[src/rtl/per2axi_req_issue.sv]
// Request-issue stage of the per2axi bridge: turns single-beat peripheral requests into AXI AR or
// AW+W transactions and publishes per-ID address sideband for the response channel.
module per2axi_req_issue #(
   parameter int unsigned PER_ADDR_WIDTH = 32,
   parameter int unsigned PER_ID_WIDTH   = 5,
   parameter int unsigned AXI_ADDR_WIDTH = 32,
   parameter int unsigned AXI_DATA_WIDTH = 64,
   parameter int unsigned AXI_USER_WIDTH = 6,
   parameter int unsigned AXI_ID_WIDTH   = 3
) (
   input  logic                        clk_i,
   input  logic                        rst_i,

   input  logic                        per_slave_req_i,
   output logic                        per_slave_gnt_o,
   input  logic [PER_ADDR_WIDTH-1:0]   per_slave_add_i,
   input  logic                        per_slave_we_i,
   input  logic [31:0]                 per_slave_wdata_i,
   input  logic [3:0]                  per_slave_be_i,
   input  logic [5:0]                  per_slave_atop_i,
   input  logic [PER_ID_WIDTH-1:0]     per_slave_id_i,

   output logic                        axi_master_ar_valid_o,
   input  logic                        axi_master_ar_ready_i,
   output logic [AXI_ADDR_WIDTH-1:0]   axi_master_ar_addr_o,
   output logic [2:0]                  axi_master_ar_size_o,
   output logic [AXI_ID_WIDTH-1:0]     axi_master_ar_id_o,
   output logic [AXI_USER_WIDTH-1:0]   axi_master_ar_user_o,

   output logic                        axi_master_aw_valid_o,
   input  logic                        axi_master_aw_ready_i,
   output logic [AXI_ADDR_WIDTH-1:0]   axi_master_aw_addr_o,
   output logic [2:0]                  axi_master_aw_size_o,
   output logic [AXI_ID_WIDTH-1:0]     axi_master_aw_id_o,
   output logic [AXI_USER_WIDTH-1:0]   axi_master_aw_user_o,
   output logic [5:0]                  axi_master_aw_atop_o,

   output logic                        axi_master_w_valid_o,
   input  logic                        axi_master_w_ready_i,
   output logic [AXI_DATA_WIDTH-1:0]   axi_master_w_data_o,
   output logic [AXI_DATA_WIDTH/8-1:0] axi_master_w_strb_o,
   output logic                        axi_master_w_last_o,
   output logic [AXI_USER_WIDTH-1:0]   axi_master_w_user_o,

   output logic                        trans_req_o,
   output logic [AXI_ID_WIDTH-1:0]     trans_id_o,
   output logic [AXI_ADDR_WIDTH-1:0]   trans_add_o,

   output logic                        atop_req_o,
   output logic [AXI_ID_WIDTH-1:0]     atop_id_o,
   output logic [AXI_ADDR_WIDTH-1:0]   atop_add_o,

   input  logic                        rsp_valid_i,
   input  logic [PER_ID_WIDTH-1:0]     rsp_id_i
);

   localparam int unsigned AddrExtW = PER_ADDR_WIDTH + AXI_ADDR_WIDTH;

   typedef enum logic [0:0] {StIdle, StIssue} state_e;

   state_e                    r_state, w_state_d;

   logic                      r_ar_valid, w_ar_valid_d;
   logic                      r_aw_valid, w_aw_valid_d;
   logic                      r_w_valid,  w_w_valid_d;
   logic                      r_trans_req, w_trans_req_d;
   logic                      r_atop_req,  w_atop_req_d;

   logic [AXI_ADDR_WIDTH-1:0] r_add;
   logic [AXI_ID_WIDTH-1:0]   r_id;
   logic [31:0]               r_wdata;
   logic [3:0]                r_be;
   logic [5:0]                r_atop;
   logic [AXI_ID_WIDTH-1:0]   r_trans_id;
   logic [AXI_ADDR_WIDTH-1:0] r_trans_add;
   logic [AXI_ID_WIDTH-1:0]   r_atop_id;
   logic [AXI_ADDR_WIDTH-1:0] r_atop_add;
   logic [PER_ID_WIDTH-1:0]   r_busy;

   logic                      w_gnt;
   logic                      w_id_busy;
   logic                      w_is_read;
   logic                      w_is_atop;
   logic [AXI_ID_WIDTH-1:0]   w_req_id;
   logic [AddrExtW-1:0]       w_add_ext;
   logic [AXI_ADDR_WIDTH-1:0] w_axi_add;
   logic [PER_ID_WIDTH-1:0]   w_busy_set;
   logic [PER_ID_WIDTH-1:0]   w_busy_clr;

   // One-hot peripheral ID to binary AXI ID.
   always_comb begin
      w_req_id = '0;
      for (int unsigned i = 0; i < PER_ID_WIDTH; i++) begin
         if (per_slave_id_i[i]) begin
            w_req_id = AXI_ID_WIDTH'(i);
         end
      end
   end

   assign w_add_ext  = AddrExtW'(per_slave_add_i);
   assign w_axi_add  = w_add_ext[AXI_ADDR_WIDTH-1:0];
   assign w_id_busy  = |(r_busy & per_slave_id_i);
   // An ATOP on a read request is ignored and the request issues as a plain read.
   assign w_is_read  = per_slave_we_i;
   assign w_is_atop  = ~per_slave_we_i & (|per_slave_atop_i);
   assign w_busy_set = w_gnt ? per_slave_id_i : '0;
   assign w_busy_clr = rsp_valid_i ? rsp_id_i : '0;

   always_comb begin
      w_state_d     = r_state;
      w_gnt         = 1'b0;
      w_ar_valid_d  = r_ar_valid & ~axi_master_ar_ready_i;
      w_aw_valid_d  = r_aw_valid & ~axi_master_aw_ready_i;
      w_w_valid_d   = r_w_valid  & ~axi_master_w_ready_i;
      w_trans_req_d = 1'b0;
      w_atop_req_d  = 1'b0;
      unique case (r_state)
         StIdle: begin
            w_gnt = per_slave_req_i & ~w_id_busy & ~rst_i;
            if (w_gnt) begin
               w_state_d = StIssue;
               if (w_is_read) begin
                  w_ar_valid_d  = 1'b1;
                  w_trans_req_d = 1'b1;
               end else begin
                  w_aw_valid_d = 1'b1;
                  w_w_valid_d  = 1'b1;
                  w_atop_req_d = w_is_atop;
               end
            end
         end
         StIssue: begin
            if (!(w_ar_valid_d || w_aw_valid_d || w_w_valid_d)) begin
               w_state_d = StIdle;
            end
         end
         default: w_state_d = StIdle;
      endcase
   end

   always_ff @(posedge clk_i or posedge rst_i) begin
      if (rst_i) begin
         r_state     <= StIdle;
         r_ar_valid  <= 1'b0;
         r_aw_valid  <= 1'b0;
         r_w_valid   <= 1'b0;
         r_trans_req <= 1'b0;
         r_atop_req  <= 1'b0;
         r_busy      <= '0;
      end else begin
         r_state     <= w_state_d;
         r_ar_valid  <= w_ar_valid_d;
         r_aw_valid  <= w_aw_valid_d;
         r_w_valid   <= w_w_valid_d;
         r_trans_req <= w_trans_req_d;
         r_atop_req  <= w_atop_req_d;
         r_busy      <= (r_busy & ~w_busy_clr) | w_busy_set;
      end
   end

   // Payload and sideband registers only load on grant, so they stay stable while valid is held.
   always_ff @(posedge clk_i or posedge rst_i) begin
      if (rst_i) begin
         r_add       <= '0;
         r_id        <= '0;
         r_wdata     <= '0;
         r_be        <= '0;
         r_atop      <= '0;
         r_trans_id  <= '0;
         r_trans_add <= '0;
         r_atop_id   <= '0;
         r_atop_add  <= '0;
      end else if (w_gnt) begin
         r_add   <= w_axi_add;
         r_id    <= w_req_id;
         r_wdata <= per_slave_wdata_i;
         r_be    <= per_slave_be_i;
         r_atop  <= w_is_read ? 6'd0 : per_slave_atop_i;
         if (w_is_read) begin
            r_trans_id  <= w_req_id;
            r_trans_add <= w_axi_add;
         end
         if (w_is_atop) begin
            r_atop_id  <= w_req_id;
            r_atop_add <= w_axi_add;
         end
      end
   end

   assign per_slave_gnt_o       = w_gnt;

   assign axi_master_ar_valid_o = r_ar_valid;
   assign axi_master_ar_addr_o  = r_add;
   assign axi_master_ar_size_o  = 3'b010;
   assign axi_master_ar_id_o    = r_id;
   assign axi_master_ar_user_o  = '0;

   assign axi_master_aw_valid_o = r_aw_valid;
   assign axi_master_aw_addr_o  = r_add;
   assign axi_master_aw_size_o  = 3'b010;
   assign axi_master_aw_id_o    = r_id;
   assign axi_master_aw_user_o  = '0;
   assign axi_master_aw_atop_o  = r_atop;

   assign axi_master_w_valid_o  = r_w_valid;
   assign axi_master_w_data_o   = {r_wdata, r_wdata};
   assign axi_master_w_strb_o   = r_add[2] ? {r_be, 4'b0000} : {4'b0000, r_be};
   assign axi_master_w_last_o   = 1'b1;
   assign axi_master_w_user_o   = '0;

   assign trans_req_o           = r_trans_req;
   assign trans_id_o            = r_trans_id;
   assign trans_add_o           = r_trans_add;
   assign atop_req_o            = r_atop_req;
   assign atop_id_o             = r_atop_id;
   assign atop_add_o            = r_atop_add;

endmodule

[config.mk]
export PLATFORM = sky130hd
export DESIGN_NAME = per2axi_req_issue
export DESIGN_NICKNAME = d
export VERILOG_FILES = /design/src/rtl/per2axi_req_issue.sv
export SDC_FILE = /design/constraint.sdc
export NUM_CORES = 1
export LEC_CHECK = 0
export CAP_MARGIN = 30
export CORE_UTILIZATION = 36
export DETAILED_ROUTE_END_ITERATION = 10
export GPL_ROUTABILITY_DRIVEN = 0
export PLACE_DENSITY_LB_ADDON = 0.3
export SLEW_MARGIN = 30
export SYNTH_ARGS = -nofsm -noshare
export SYNTH_HDL_FRONTEND = slang
export SYNTH_SLANG_ARGS = --single-unit
[constraint.sdc]
create_clock -name clk_i -period 5 [get_ports clk_i]
set_input_delay 0.75 -clock clk_i [delete_from_list [all_inputs] [get_ports clk_i]]
set_output_delay 0.75 -clock clk_i [all_outputs]
set_load 0.005 [all_outputs]
# Word level (Yosys, flattened, before mapping)
# Index checks and enable logic that the tools add are counted.
word_totals:
  word_cells: 66
  register_bits: 158
  in_bits: 92
op_classes:
  bitwise: 17
  muxes: 27
  reduce_logical: 6
op_table:
  columns: ["operator", "n"]
  rows:
  - ["$mux W1", 19]
  - ["$and A5 B5 Y5", 2]
  - ["$mux W5", 2]
  - ["$mux W3", 3]
  - ["$mux W8", 1]
  - ["$not A1 Y1", 7]
  - ["$and A1 B1 Y1", 6]
  - ["$mux W6", 1]
  - ["$reduce_or A6 Y1", 1]
  - ["$not A5 Y5", 1]
  - ["$or A5 B5 Y5", 1]
  - ["$reduce_or A5 Y1", 1]
  - ["$reduce_and A2 Y1", 2]
  - ["$logic_or A1 B1 Y1", 2]
  - ["$pmux W1 S2", 1]

# Longest topological paths before layout
# Gate-level depths: netlist (run 1).
logic_depth:
  depth_word: 8
  mapped_depth: 7
  mapped_depth_nobuf: 5

# Worst setup path before layout (run 1)
# OpenSTA, ideal clock, no wires.
synth_path:
  path_type: "input-to-output"
  startpoint: "in per_slave_id_i[0]"
  endpoint: "out per_slave_gnt_o"
  t_required_ns: 4.250
  n_path_buf: 2
  slack_ns: 2.452
  stages: 5
  arrival_ns: 1.798
  cell_sequence: "a222oi_1 -> nand3_1 -> inv_2 -> buf_2 -> buf_2"
synth_via:
  elab_chain_cells: 6
synth_lines:
  columns: ["element", "line", "source"]
  rows:
  - ["start: declaration", "21", "input logic [PER_ID_WIDTH-1:0] per_slave_id_i,"]
  - ["$and A5 B5 Y5", "102", "assign w_id_busy = |(r_busy & per_slave_id_i);"]
  - ["$reduce_or A5 Y1", "102", null]
  - ["$not A1 Y1", "119", "w_gnt = per_slave_req_i & ~w_id_busy & ~rst_i;"]
  - ["$and A1 B1 Y1 (2 in series)", "119", null]
  - ["$mux W1", "117", "unique case (r_state)"]
  - ["end: declaration", "15", "output logic per_slave_gnt_o,"]
# No other way between the ends.

# Final worst setup path (run 1)
layout_path:
  startpoint: "in per_slave_id_i[4]"
  endpoint: "out per_slave_gnt_o"
# The elaborated chain is that of the path after synthesis.

==> report_table.html, run 1 <==
<table>
<tr><th>Metric</th><th>Value</th></tr>
<tr><th colspan="2">Cells and area</th></tr>
<tr><td>Proportion of layout cells with a drive suffix above 1</td><td>9.09%</td></tr>
<tr><td>Post-Layout Cell Count</td><td>1109</td></tr>
<tr><td>Fraction of the core area covered by cells at the end of the flow</td><td>55.6%</td></tr>
<tr><td>Growth of design area from synthesis to finish</td><td>50.5%</td></tr>
<tr><td>Net count of the finished layout</td><td>960</td></tr>
<tr><td>Ant. Diodes</td><td>0</td></tr>
<tr><td>Filler cell count in the final layout</td><td>1616</td></tr>
<tr><th colspan="2">Floorplanning</th></tr>
<tr><td>Horizontal die dimension</td><td>138 um</td></tr>
<tr><td>Height of the die</td><td>138 um</td></tr>
<tr><td>Number of placement rows</td><td>49</td></tr>
<tr><td>Starting density of the core</td><td>36.9%</td></tr>
<tr><td>Die area</td><td>0.0191 mm2</td></tr>
<tr><td>IO Pins</td><td>341</td></tr>
<tr><td>Floorplan Core Area</td><td>0.0181 mm2</td></tr>
<tr><th colspan="2">Synth</th></tr>
<tr><td>Primary flip-flop cell chosen by synthesis mapping</td><td>sky130_fd_sc_hd__dfrtp_1</td></tr>
<tr><td>Share of async-settable or async-resettable flops after synthesis</td><td>100%</td></tr>
<tr><td>Largest cells by area after synthesis</td><td>sky130_fd_sc_hd__dfrtp_1 (59%), sky130_fd_sc_hd__nand2_1 (13%), sky130_fd_sc_hd__buf_4 (10%)</td></tr>
<tr><td>Synth cell count leaders</td><td>sky130_fd_sc_hd__nand2_1 (224), sky130_fd_sc_hd__dfrtp_1 (158), sky130_fd_sc_hd__buf_4 (92)</td></tr>
<tr><td>Synthesized netlist cell count</td><td>622</td></tr>
<tr><td>Share of synthesized area occupied by flip-flops and latches</td><td>59.2%</td></tr>
<tr><td>Number of synthesized flops with an enable pin</td><td>0</td></tr>
<tr><td>Number of distinct library cell variants in the gate-level netlist after synthesis</td><td>28</td></tr>
<tr><td>Biggest area consumer among synthesized cells</td><td>sky130_fd_sc_hd__dfrtp_1</td></tr>
<tr><td>Synthesized area per cell</td><td>10.7 um2</td></tr>
<tr><td>Most instantiated library cell after synthesis</td><td>sky130_fd_sc_hd__nand2_1</td></tr>
<tr><td>Number of storage elements in the synthesis netlist</td><td>158</td></tr>
<tr><td>Area fraction of the dominant cell type after synthesis</td><td>59.2%</td></tr>
<tr><td>Synth warn</td><td>0</td></tr>
<tr><td>Area of the mapped netlist</td><td>0.00668 mm2</td></tr>
<tr><th colspan="2">STA</th></tr>
<tr><td>Final count of hold timing violations</td><td>0</td></tr>
<tr><td>Slew at the pin closest to its max-slew limit</td><td>0.963 ns</td></tr>
<tr><td>Achievable clock frequency</td><td>0.260 GHz</td></tr>
<tr><td>Final count of negative-setup-slack endpoints</td><td>0</td></tr>
<tr><td>RSZ-0062 raised after global routing</td><td>false</td></tr>
<tr><td>Clk_skew</td><td>0.0116 ns</td></tr>
<tr><td>Number of pins exceeding their max-slew limit in the final report</td><td>0</td></tr>
<tr><td>Fin crit period</td><td>3.85 ns</td></tr>
<tr><td>Setup TNS</td><td>0 ns</td></tr>
<tr><td>Worst slew slack as a fraction of its limit</td><td>35.8%</td></tr>
<tr><td>Period Utilization, post-route</td><td>77.1%</td></tr>
<tr><td>Hold_ws</td><td>0.480 ns</td></tr>
<tr><th colspan="2">Worst hold path</th></tr>
<tr><td>Hold path cells</td><td>2</td></tr>
<tr><td>Critical hold path startpoint</td><td>axi_master_aw_atop_o[4]$_DFFE_PP0N_</td></tr>
<tr><td>Worst min path class</td><td>register to register</td></tr>
<tr><th colspan="2">Worst setup path</th></tr>
<tr><td>CP Capture Type</td><td>output pin</td></tr>
<tr><td>Worst reg-to-reg path cell count</td><td>5</td></tr>
<tr><td>Cell with the largest stage delay on the worst path</td><td>sky130_fd_sc_hd__clkdlybuf4s50_1</td></tr>
<tr><td>Crit path required time</td><td>4.25 ns</td></tr>
<tr><td>Critical path class</td><td>input port to output pin</td></tr>
<tr><td>Critical-path maximum fanout</td><td>31</td></tr>
<tr><td>Endpoint arrival time on the critical path</td><td>3.10 ns</td></tr>
<tr><td>Critical path buffers and inverters</td><td>3</td></tr>
<tr><td>Worst reg2reg startpoint</td><td>r_busy[0]$_DFF_PP0_</td></tr>
<tr><td>Kind of cell adding the most delay to the critical path</td><td>buffers and inverters</td></tr>
<tr><td>Delay of the slowest cell on the worst path</td><td>0.66 ns</td></tr>
<tr><td>Ordered cell list for the critical path</td><td>clkdlybuf4s50_1, a222oi_1, nand3_4, inv_2, clkdlybuf4s50_1</td></tr>
<tr><td>Last element of the critical path</td><td>per_slave_gnt_o</td></tr>
<tr><td>Most common cell type on the critical path</td><td>sky130_fd_sc_hd__clkdlybuf4s50_1</td></tr>
<tr><td>CP Depth</td><td>5</td></tr>
<tr><td>Startpoint class of the critical path</td><td>input port</td></tr>
<tr><td>Reg2reg setup slack</td><td>2.26 ns</td></tr>
<tr><td>Reg-to-reg critical path endpoint</td><td>atop_add_o[27]$_DFFE_PP0P_</td></tr>
<tr><td>Critical Path Source</td><td>per_slave_id_i[4]</td></tr>
<tr><th colspan="2">Job</th></tr>
<tr><td>Max-capacitance violation count</td><td>0</td></tr>
<tr><th colspan="2">Placement</th></tr>
<tr><td>DP Wirelength</td><td>12500 um</td></tr>
<tr><td>Number of input and output port buffers inserted</td><td>315</td></tr>
<tr><td>Number of placed instances, taps included</td><td>1078</td></tr>
<tr><th colspan="2">Global routing</th></tr>
<tr><td>Via count of the first global-routing pass</td><td>5012</td></tr>
<tr><td>First-pass GRT wire length</td><td>28300 um</td></tr>
<tr><td>Initial antenna violation count</td><td>0</td></tr>
<tr><td>Maximum number of pins on one net before global-route repair</td><td>88</td></tr>
<tr><td>Global routing met2 resource utilization</td><td>34.4%</td></tr>
<tr><td>Met1 usage</td><td>21.8%</td></tr>
<tr><td>Met3 track demand over resource</td><td>5.20%</td></tr>
<tr><td>Layer with the highest usage after global routing</td><td>met2</td></tr>
<tr><td>GRT Util Overall</td><td>19.3%</td></tr>
<tr><td>GRT overflow</td><td>0</td></tr>
<tr><th colspan="2">Clocking</th></tr>
<tr><td>Post-cts gate resize count</td><td>0</td></tr>
<tr><td>Max Buffers Root-to-Sink</td><td>2</td></tr>
<tr><td>Buffer cell driving the clock tree root</td><td>sky130_fd_sc_hd__clkbuf_16</td></tr>
<tr><td>Count of clock tree sinks</td><td>158</td></tr>
<tr><td>Max H-tree Level</td><td>4</td></tr>
<tr><td>Clock tree from TritonCTS</td><td>done</td></tr>
<tr><td>CTS buffer count</td><td>17</td></tr>
<tr><td>Post-cts hold buffer count</td><td>0</td></tr>
<tr><td>Clock latency on the worst-skew pair</td><td>0.42 ns</td></tr>
<tr><td>Buffers inserted during post-CTS setup optimization</td><td>0</td></tr>
<tr><td>Clock slew at the register clock pins of the worst setup and hold paths</td><td>0.06 ns</td></tr>
<tr><th colspan="2">Pwr</th></tr>
<tr><td>Total leakage power</td><td>4.61 nW</td></tr>
<tr><td>Power spent charging and discharging nets</td><td>1.79 mW</td></tr>
<tr><td>Internal portion of total power</td><td>4.48 mW</td></tr>
<tr><td>Pwr/cell area</td><td>624 mW/mm2</td></tr>
<tr><td>Switching Fraction</td><td>28.6%</td></tr>
<tr><td>Combinational cell fraction of total power</td><td>43.2%</td></tr>
<tr><td>Peak ir drop on the vdd network</td><td>0.261 mV</td></tr>
<tr><td>Share of total power in the clock network</td><td>20.0%</td></tr>
<tr><td>Part of the power in registers</td><td>36.7%</td></tr>
<tr><th colspan="2">Drt</th></tr>
<tr><td>Antenna violation net count after detailed routing</td><td>0</td></tr>
<tr><td>Residual DRC</td><td>49</td></tr>
<tr><td>Number of vias after detailed routing</td><td>5015</td></tr>
<tr><td>Number of DRC markers in iteration 0</td><td>187</td></tr>
<tr><td>DR WL/cell</td><td>15.9 um</td></tr>
<tr><td>Sum of routed wire length over all layers</td><td>17600 um</td></tr>
<tr><td>Via count normalized by instance count</td><td>4.52</td></tr>
<tr><td>Number of search-and-repair iterations in the first detailed-routing pass</td><td>9</td></tr>
<tr><th colspan="2">Outcome</th></tr>
<tr><td>Violated checks</td><td>design-rule violations</td></tr>
<tr><td>Outcome</td><td>finished, violations left</td></tr>
</table>
-- worst min-delay path, delay by kind of cell (launching register included) --
family / cells / cell delay (ns)
AO/OA/AOI/OAI: 1 / 0.06
flip-flops: 1 / 0.34
AND/OR/NAND/NOR: 1 / 0.05
-- layout by cell type, fill, tap and decap left out, types with 2 or more instances in the layout --
cell type / Yosys / layout
sky130_fd_sc_hd__nand2_1: 224 / 224
sky130_fd_sc_hd__conb_1: 2 / 25
sky130_fd_sc_hd__inv_1: 7 / 6
sky130_fd_sc_hd__mux2_1: 28 / 28
sky130_fd_sc_hd__a22o_1: 3 / 3
sky130_fd_sc_hd__inv_6: 0 / 3
sky130_fd_sc_hd__clkdlybuf4s50_1: 0 / 315
sky130_fd_sc_hd__a21oi_1: 2 / 2
sky130_fd_sc_hd__nand2b_1: 6 / 6
sky130_fd_sc_hd__dfrtp_1: 158 / 158
sky130_fd_sc_hd__o21bai_1: 2 / 2
sky130_fd_sc_hd__buf_4: 92 / 4
sky130_fd_sc_hd__mux2_2: 41 / 41
sky130_fd_sc_hd__clkinvlp_4: 0 / 5
sky130_fd_sc_hd__nor2b_1: 5 / 5
sky130_fd_sc_hd__o21ai_0: 11 / 11
sky130_fd_sc_hd__clkbuf_16: 0 / 17
sky130_fd_sc_hd__bufinv_16: 0 / 2
sky130_fd_sc_hd__nor2_1: 2 / 2
sky130_fd_sc_hd__clkinv_2: 0 / 3
sky130_fd_sc_hd__o22ai_1: 2 / 2
sky130_fd_sc_hd__and2_1: 4 / 4
-- power groups by stage --
| stage | Combinational, mW | Clock [mW] | Sequential, mW |
|---|---|---|---|
| 4_1_cts | 2.76 | 1.29 | 2.32 |
| 3_3_place_gp | 2.71 | 0 | 2.32 |
| 3_5_place_dp | 2.74 | 0 | 2.33 |
| 2_1_floorplan | 1.04 | 0 | 2.32 |
| 6_report | 2.71 | 1.26 | 2.31 |
| 5_1_grt | 2.91 | 1.34 | 2.41 |
-- cell families (layout without fill, tap and decap cells) --
family | after synthesis | in the layout | share of synthesized area [%]
and+or+nand+nor | 246 | 246 | 14.6
muxes | 70 | 70 | 11.8
DFF | 158 | 158 | 59.2
AOI/OAI and AO/OA | 22 | 22 | 2.04
buffers and inverters | 124 | 359 | 12.3
other | 2 | 25 | 0.112
-- worst min-delay path by stage --
stage | endpoint | slack, ns
final | axi_master_aw_atop_o[4]$_DFFE_PP0N_ | 0.48
after global routing | atop_add_o[25]$_DFFE_PP0P_ | 0.50
after CTS | axi_master_aw_atop_o[4]$_DFFE_PP0N_ | 0.48
after detailed placement | axi_master_aw_atop_o[4]$_DFFE_PP0N_ | 0.47
after global placement | axi_master_aw_atop_o[4]$_DFFE_PP0N_ | 0.46
after floorplan | r_busy[4]$_DFF_PP0_ | 0.44
-- per-stage QoR --
| stage | setup WS (ns) | total power, mW | area (um2) |
|---|---|---|---|
| after floorplan | 2.25 | 3.36 | 6770 |
| after global placement | 1.00 | 5.02 | 9480 |
| after detailed placement | 1.12 | 5.08 | 9490 |
| after CTS | 1.11 | 6.37 | 10100 |
| after global routing | 0.996 | 6.66 | 10100 |
| final | 1.15 | 6.27 | 10100 |
-- state kept, by name (all words and copies together) (netlist names) --
signal / count
atop_add_o: 32
axi_master_ar_addr_o: 32
r_wdata: 32
trans_add_o: 32
axi_master_aw_atop_o: 6
r_busy: 5
r_be: 4
atop_id_o: 3
axi_master_ar_id_o: 3
trans_id_o: 3
atop_req_o: 1
axi_master_ar_valid_o: 1
axi_master_aw_valid_o: 1
axi_master_w_valid_o: 1
r_state: 1
trans_req_o: 1
-- layer usage --
metal / vias to the layer above / share of wire, %
li1: 2352 / -
met1: 2436 / 40
met2: 204 / 52
met3: 23 / 6.3
met4: 0 / 2.3
met5: - / 0
-- area by class of cell --
| cell class | count | area (um2) | share of cell area [%] |
|---|---|---|---|
| Timing Repair Buffer | 320 | 3200 | 31.9 |
| Clock inverter | 13 | 140 | 1.39 |
| Clock buffer | 18 | 429 | 4.27 |
| Inverter | 8 | 33.8 | 0.336 |
| Multi-Input combinational cell | 363 | 2010 | 20.0 |
| Tap cell | 229 | 287 | 2.85 |
| Sequential cell | 158 | 3950 | 39.3 |
Note: power is estimated with default switching activity, not from simulation.
==> inputs of run 2 (changes only) <==
--- a/config.mk
+++ b/config.mk
@@ -6,7 +6,7 @@
 export NUM_CORES = 1
 export LEC_CHECK = 0
 export CAP_MARGIN = 30
-export CORE_UTILIZATION = 36
+export CORE_UTILIZATION = 40
 export DETAILED_ROUTE_END_ITERATION = 10
 export GPL_ROUTABILITY_DRIVEN = 0
 export PLACE_DENSITY_LB_ADDON = 0.3
==> constraint.sdc (replaced) <==
create_clock -name clk_i -period 3.55 [get_ports clk_i]
set_input_delay 0.5325 -clock clk_i [delete_from_list [all_inputs] [get_ports clk_i]]
set_output_delay 0.5325 -clock clk_i [all_outputs]
set_load 0.005 [all_outputs]
==> run 2 against run 1 <==
The run now ends clean. Hold slack gained 0.0068 ns. First-iteration DRC count increased by 5.3%. Critical path type unchanged. Largest cell class unchanged. Combinational power rose by 41%. Via count is 0.86% higher. Non-clock buffer count is 1 higher. Utilization is 6.8 points higher. Clock power increased by 41%.
==> report_table.html, run 2 (synthesized netlist as in run 1, its figures left out) <==
<table>
<tr><th>Metric</th><th>Value</th></tr>
<tr><th colspan="2">Drt</th></tr>
<tr><td>Met3 routed wirelength</td><td>1060 um</td></tr>
<tr><td>Number of vias after detailed routing</td><td>5058</td></tr>
<tr><td>Sum of routed wire length over all layers</td><td>17100 um</td></tr>
<tr><td>Number of search-and-repair iterations in the first detailed-routing pass</td><td>4</td></tr>
<tr><td>Highest routed layer</td><td>met4</td></tr>
<tr><td>Residual DRC</td><td>0</td></tr>
<tr><td>Met2 wire length</td><td>9040 um</td></tr>
<tr><td>Antenna violation net count after detailed routing</td><td>0</td></tr>
<tr><td>Routed length on met1</td><td>6660 um</td></tr>
<tr><td>DR WL/cell</td><td>15.5 um</td></tr>
<tr><td>Via count normalized by instance count</td><td>4.60</td></tr>
<tr><td>Number of DRC markers in iteration 0</td><td>197</td></tr>
<tr><th colspan="2">STA</th></tr>
<tr><td>Setup TNS</td><td>0 ns</td></tr>
<tr><td>Achievable clock frequency</td><td>0.345 GHz</td></tr>
<tr><td>Fin crit period</td><td>2.90 ns</td></tr>
<tr><td>Slew at the pin closest to its max-slew limit</td><td>0.978 ns</td></tr>
<tr><td>Final worst setup slack</td><td>0.651 ns</td></tr>
<tr><td>Worst slew slack as a fraction of its limit</td><td>34.8%</td></tr>
<tr><td>Clk_skew</td><td>0.00800 ns</td></tr>
<tr><td>RSZ-0062 raised after global routing</td><td>false</td></tr>
<tr><td>Number of pins exceeding their max-slew limit in the final report</td><td>0</td></tr>
<tr><td>Period Utilization, post-route</td><td>81.7%</td></tr>
<tr><td>Final count of hold timing violations</td><td>0</td></tr>
<tr><td>Final count of negative-setup-slack endpoints</td><td>0</td></tr>
<tr><th colspan="2">Worst setup path</th></tr>
<tr><td>Worst reg2reg startpoint</td><td>r_busy[0]$_DFF_PP0_</td></tr>
<tr><td>Critical-path maximum fanout</td><td>6</td></tr>
<tr><td>Critical Path Source</td><td>per_slave_id_i[4]</td></tr>
<tr><td>CP Capture Type</td><td>output pin</td></tr>
<tr><td>Critical path class</td><td>input port to output pin</td></tr>
<tr><td>Startpoint class of the critical path</td><td>input port</td></tr>
<tr><td>Reg2reg setup slack</td><td>1.31 ns</td></tr>
<tr><td>Endpoint arrival time on the critical path</td><td>2.37 ns</td></tr>
<tr><td>Crit path required time</td><td>3.02 ns</td></tr>
<tr><th colspan="2">Pwr</th></tr>
<tr><td>Total design power</td><td>8.85 mW</td></tr>
<tr><td>Total leakage power</td><td>4.61 nW</td></tr>
<tr><td>Peak ir drop on the vdd network</td><td>0.435 mV</td></tr>
<tr><td>Pwr/cell area</td><td>880 mW/mm2</td></tr>
<tr><th colspan="2">Cells and area</th></tr>
<tr><td>Leading cell type in the layout, fill and taps excluded</td><td>sky130_fd_sc_hd__clkdlybuf4s50_1</td></tr>
<tr><td>Net count of the finished layout</td><td>961</td></tr>
<tr><td>Fraction of the core area covered by cells at the end of the flow</td><td>62.4%</td></tr>
<tr><td>Growth of design area from synthesis to finish</td><td>50.6%</td></tr>
<tr><td>Proportion of layout cells with a drive suffix above 1</td><td>9.30%</td></tr>
<tr><td>Most frequent cells in the layout</td><td>sky130_fd_sc_hd__clkdlybuf4s50_1 (315), sky130_fd_sc_hd__nand2_1 (224), sky130_fd_sc_hd__dfrtp_1 (158)</td></tr>
<tr><th colspan="2">Global routing</th></tr>
<tr><td>First-pass GRT wire length</td><td>27500 um</td></tr>
<tr><td>Initial antenna violation count</td><td>1</td></tr>
<tr><td>GRT overflow</td><td>0</td></tr>
<tr><td>GRT Util Overall</td><td>20.7%</td></tr>
<tr><td>Via count of the first global-routing pass</td><td>5092</td></tr>
<tr><td>Maximum number of pins on one net before global-route repair</td><td>159</td></tr>
<tr><th colspan="2">Clocking</th></tr>
<tr><td>Post-cts hold buffer count</td><td>0</td></tr>
<tr><td>Clock tree from TritonCTS</td><td>done</td></tr>
<tr><td>CTS buffer count</td><td>17</td></tr>
<tr><td>Max Buffers Root-to-Sink</td><td>2</td></tr>
<tr><td>Clock latency on the worst-skew pair</td><td>0.42 ns</td></tr>
<tr><td>Post-cts gate resize count</td><td>0</td></tr>
<tr><td>Count of clock tree sinks</td><td>158</td></tr>
<tr><td>Buffer cell driving the clock tree root</td><td>sky130_fd_sc_hd__clkbuf_16</td></tr>
<tr><td>Clock slew at the register clock pins of the worst setup and hold paths</td><td>0.06 ns</td></tr>
<tr><td>Max H-tree Level</td><td>4</td></tr>
<tr><td>Buffers inserted during post-CTS setup optimization</td><td>0</td></tr>
<tr><th colspan="2">Floorplanning</th></tr>
<tr><td>Number of placement rows</td><td>46</td></tr>
<tr><td>Height of the die</td><td>131 um</td></tr>
<tr><td>Die area</td><td>0.0172 mm2</td></tr>
<tr><td>IO Pins</td><td>341</td></tr>
<tr><td>Floorplan Core Area</td><td>0.0161 mm2</td></tr>
<tr><td>Starting density of the core</td><td>41.5%</td></tr>
<tr><td>Horizontal die dimension</td><td>131 um</td></tr>
<tr><th colspan="2">Worst hold path</th></tr>
<tr><td>Worst min path class</td><td>register to register</td></tr>
<tr><td>Critical hold path startpoint</td><td>axi_master_aw_atop_o[5]$_DFFE_PP0N_</td></tr>
<tr><th colspan="2">Placement</th></tr>
<tr><td>DP Wirelength</td><td>12100 um</td></tr>
<tr><td>Number of input and output port buffers inserted</td><td>315</td></tr>
<tr><td>Post-place setup slack</td><td>0.648 ns</td></tr>
<tr><th colspan="2">Job</th></tr>
<tr><td>Max-capacitance violation count</td><td>0</td></tr>
<tr><th colspan="2">Outcome</th></tr>
<tr><td>Outcome</td><td>finished, final reports clean</td></tr>
</table>
## run 2: power breakdown
group / total (mW) / internal, mW / leakage (nW) / switching [mW]
sequential: 3.25 / 2.67 / 1.95 / 0.581
combinational: 3.82 / 2.61 / 2.39 / 1.21
clock: 1.78 / 1.05 / 0.275 / 0.729
## run 2: worst paths after layout
check                                                           end  depth (start not counted)
worst min-delay path            axi_master_aw_atop_o[5]$_DFFE_PP0N_                          2
worst min register to register  axi_master_aw_atop_o[5]$_DFFE_PP0N_                          2
worst max register to register    axi_master_ar_id_o[0]$_DFFE_PP0N_                          5
max in group asynchronous                  atop_id_o[0]$_DFFE_PP0P_                          3
worst max-delay path                                per_slave_gnt_o                          5
min in group asynchronous       axi_master_aw_atop_o[2]$_DFFE_PP0N_                          3
## run 2: layout make-up
type	count	area (um2)
repair buffers	321	3210
multi-input cells	363	2000
fillers	1336	6060
clock buffers	19	443
well taps	216	270
diodes	1	2.50
clock inverters	13	140
inverters	8	33.8
flip-flops and latches	158	3950
## run 2: routing by layer
layer  global-route usage [%]  vias up
met1                     23.7     2459
met3                     4.98       26
met2                     37.2      213
met4                     7.71        0
li1                         -     2360
met5                        0        -
## run 2: through the flow
stage | instances | area (um2) | hold slack [ns]
CTS | 1098 | 10100 | 0.483
detailed placement | 1066 | 9470 | 0.470
global route | 1099 | 10100 | 0.490
finish | 1099 | 10100 | 0.487
floorplan | 645 | 6770 | 0.445
global placement | 1066 | 9470 | 0.463
## run 2: worst max-delay path, stage by stage
cell	delay (ns)
sky130_fd_sc_hd__clkdlybuf4s50_1	0.51
sky130_fd_sc_hd__a222oi_1	0.55
sky130_fd_sc_hd__nand3_4	0.13
sky130_fd_sc_hd__inv_2	0.12
sky130_fd_sc_hd__clkdlybuf4s50_1	0.51
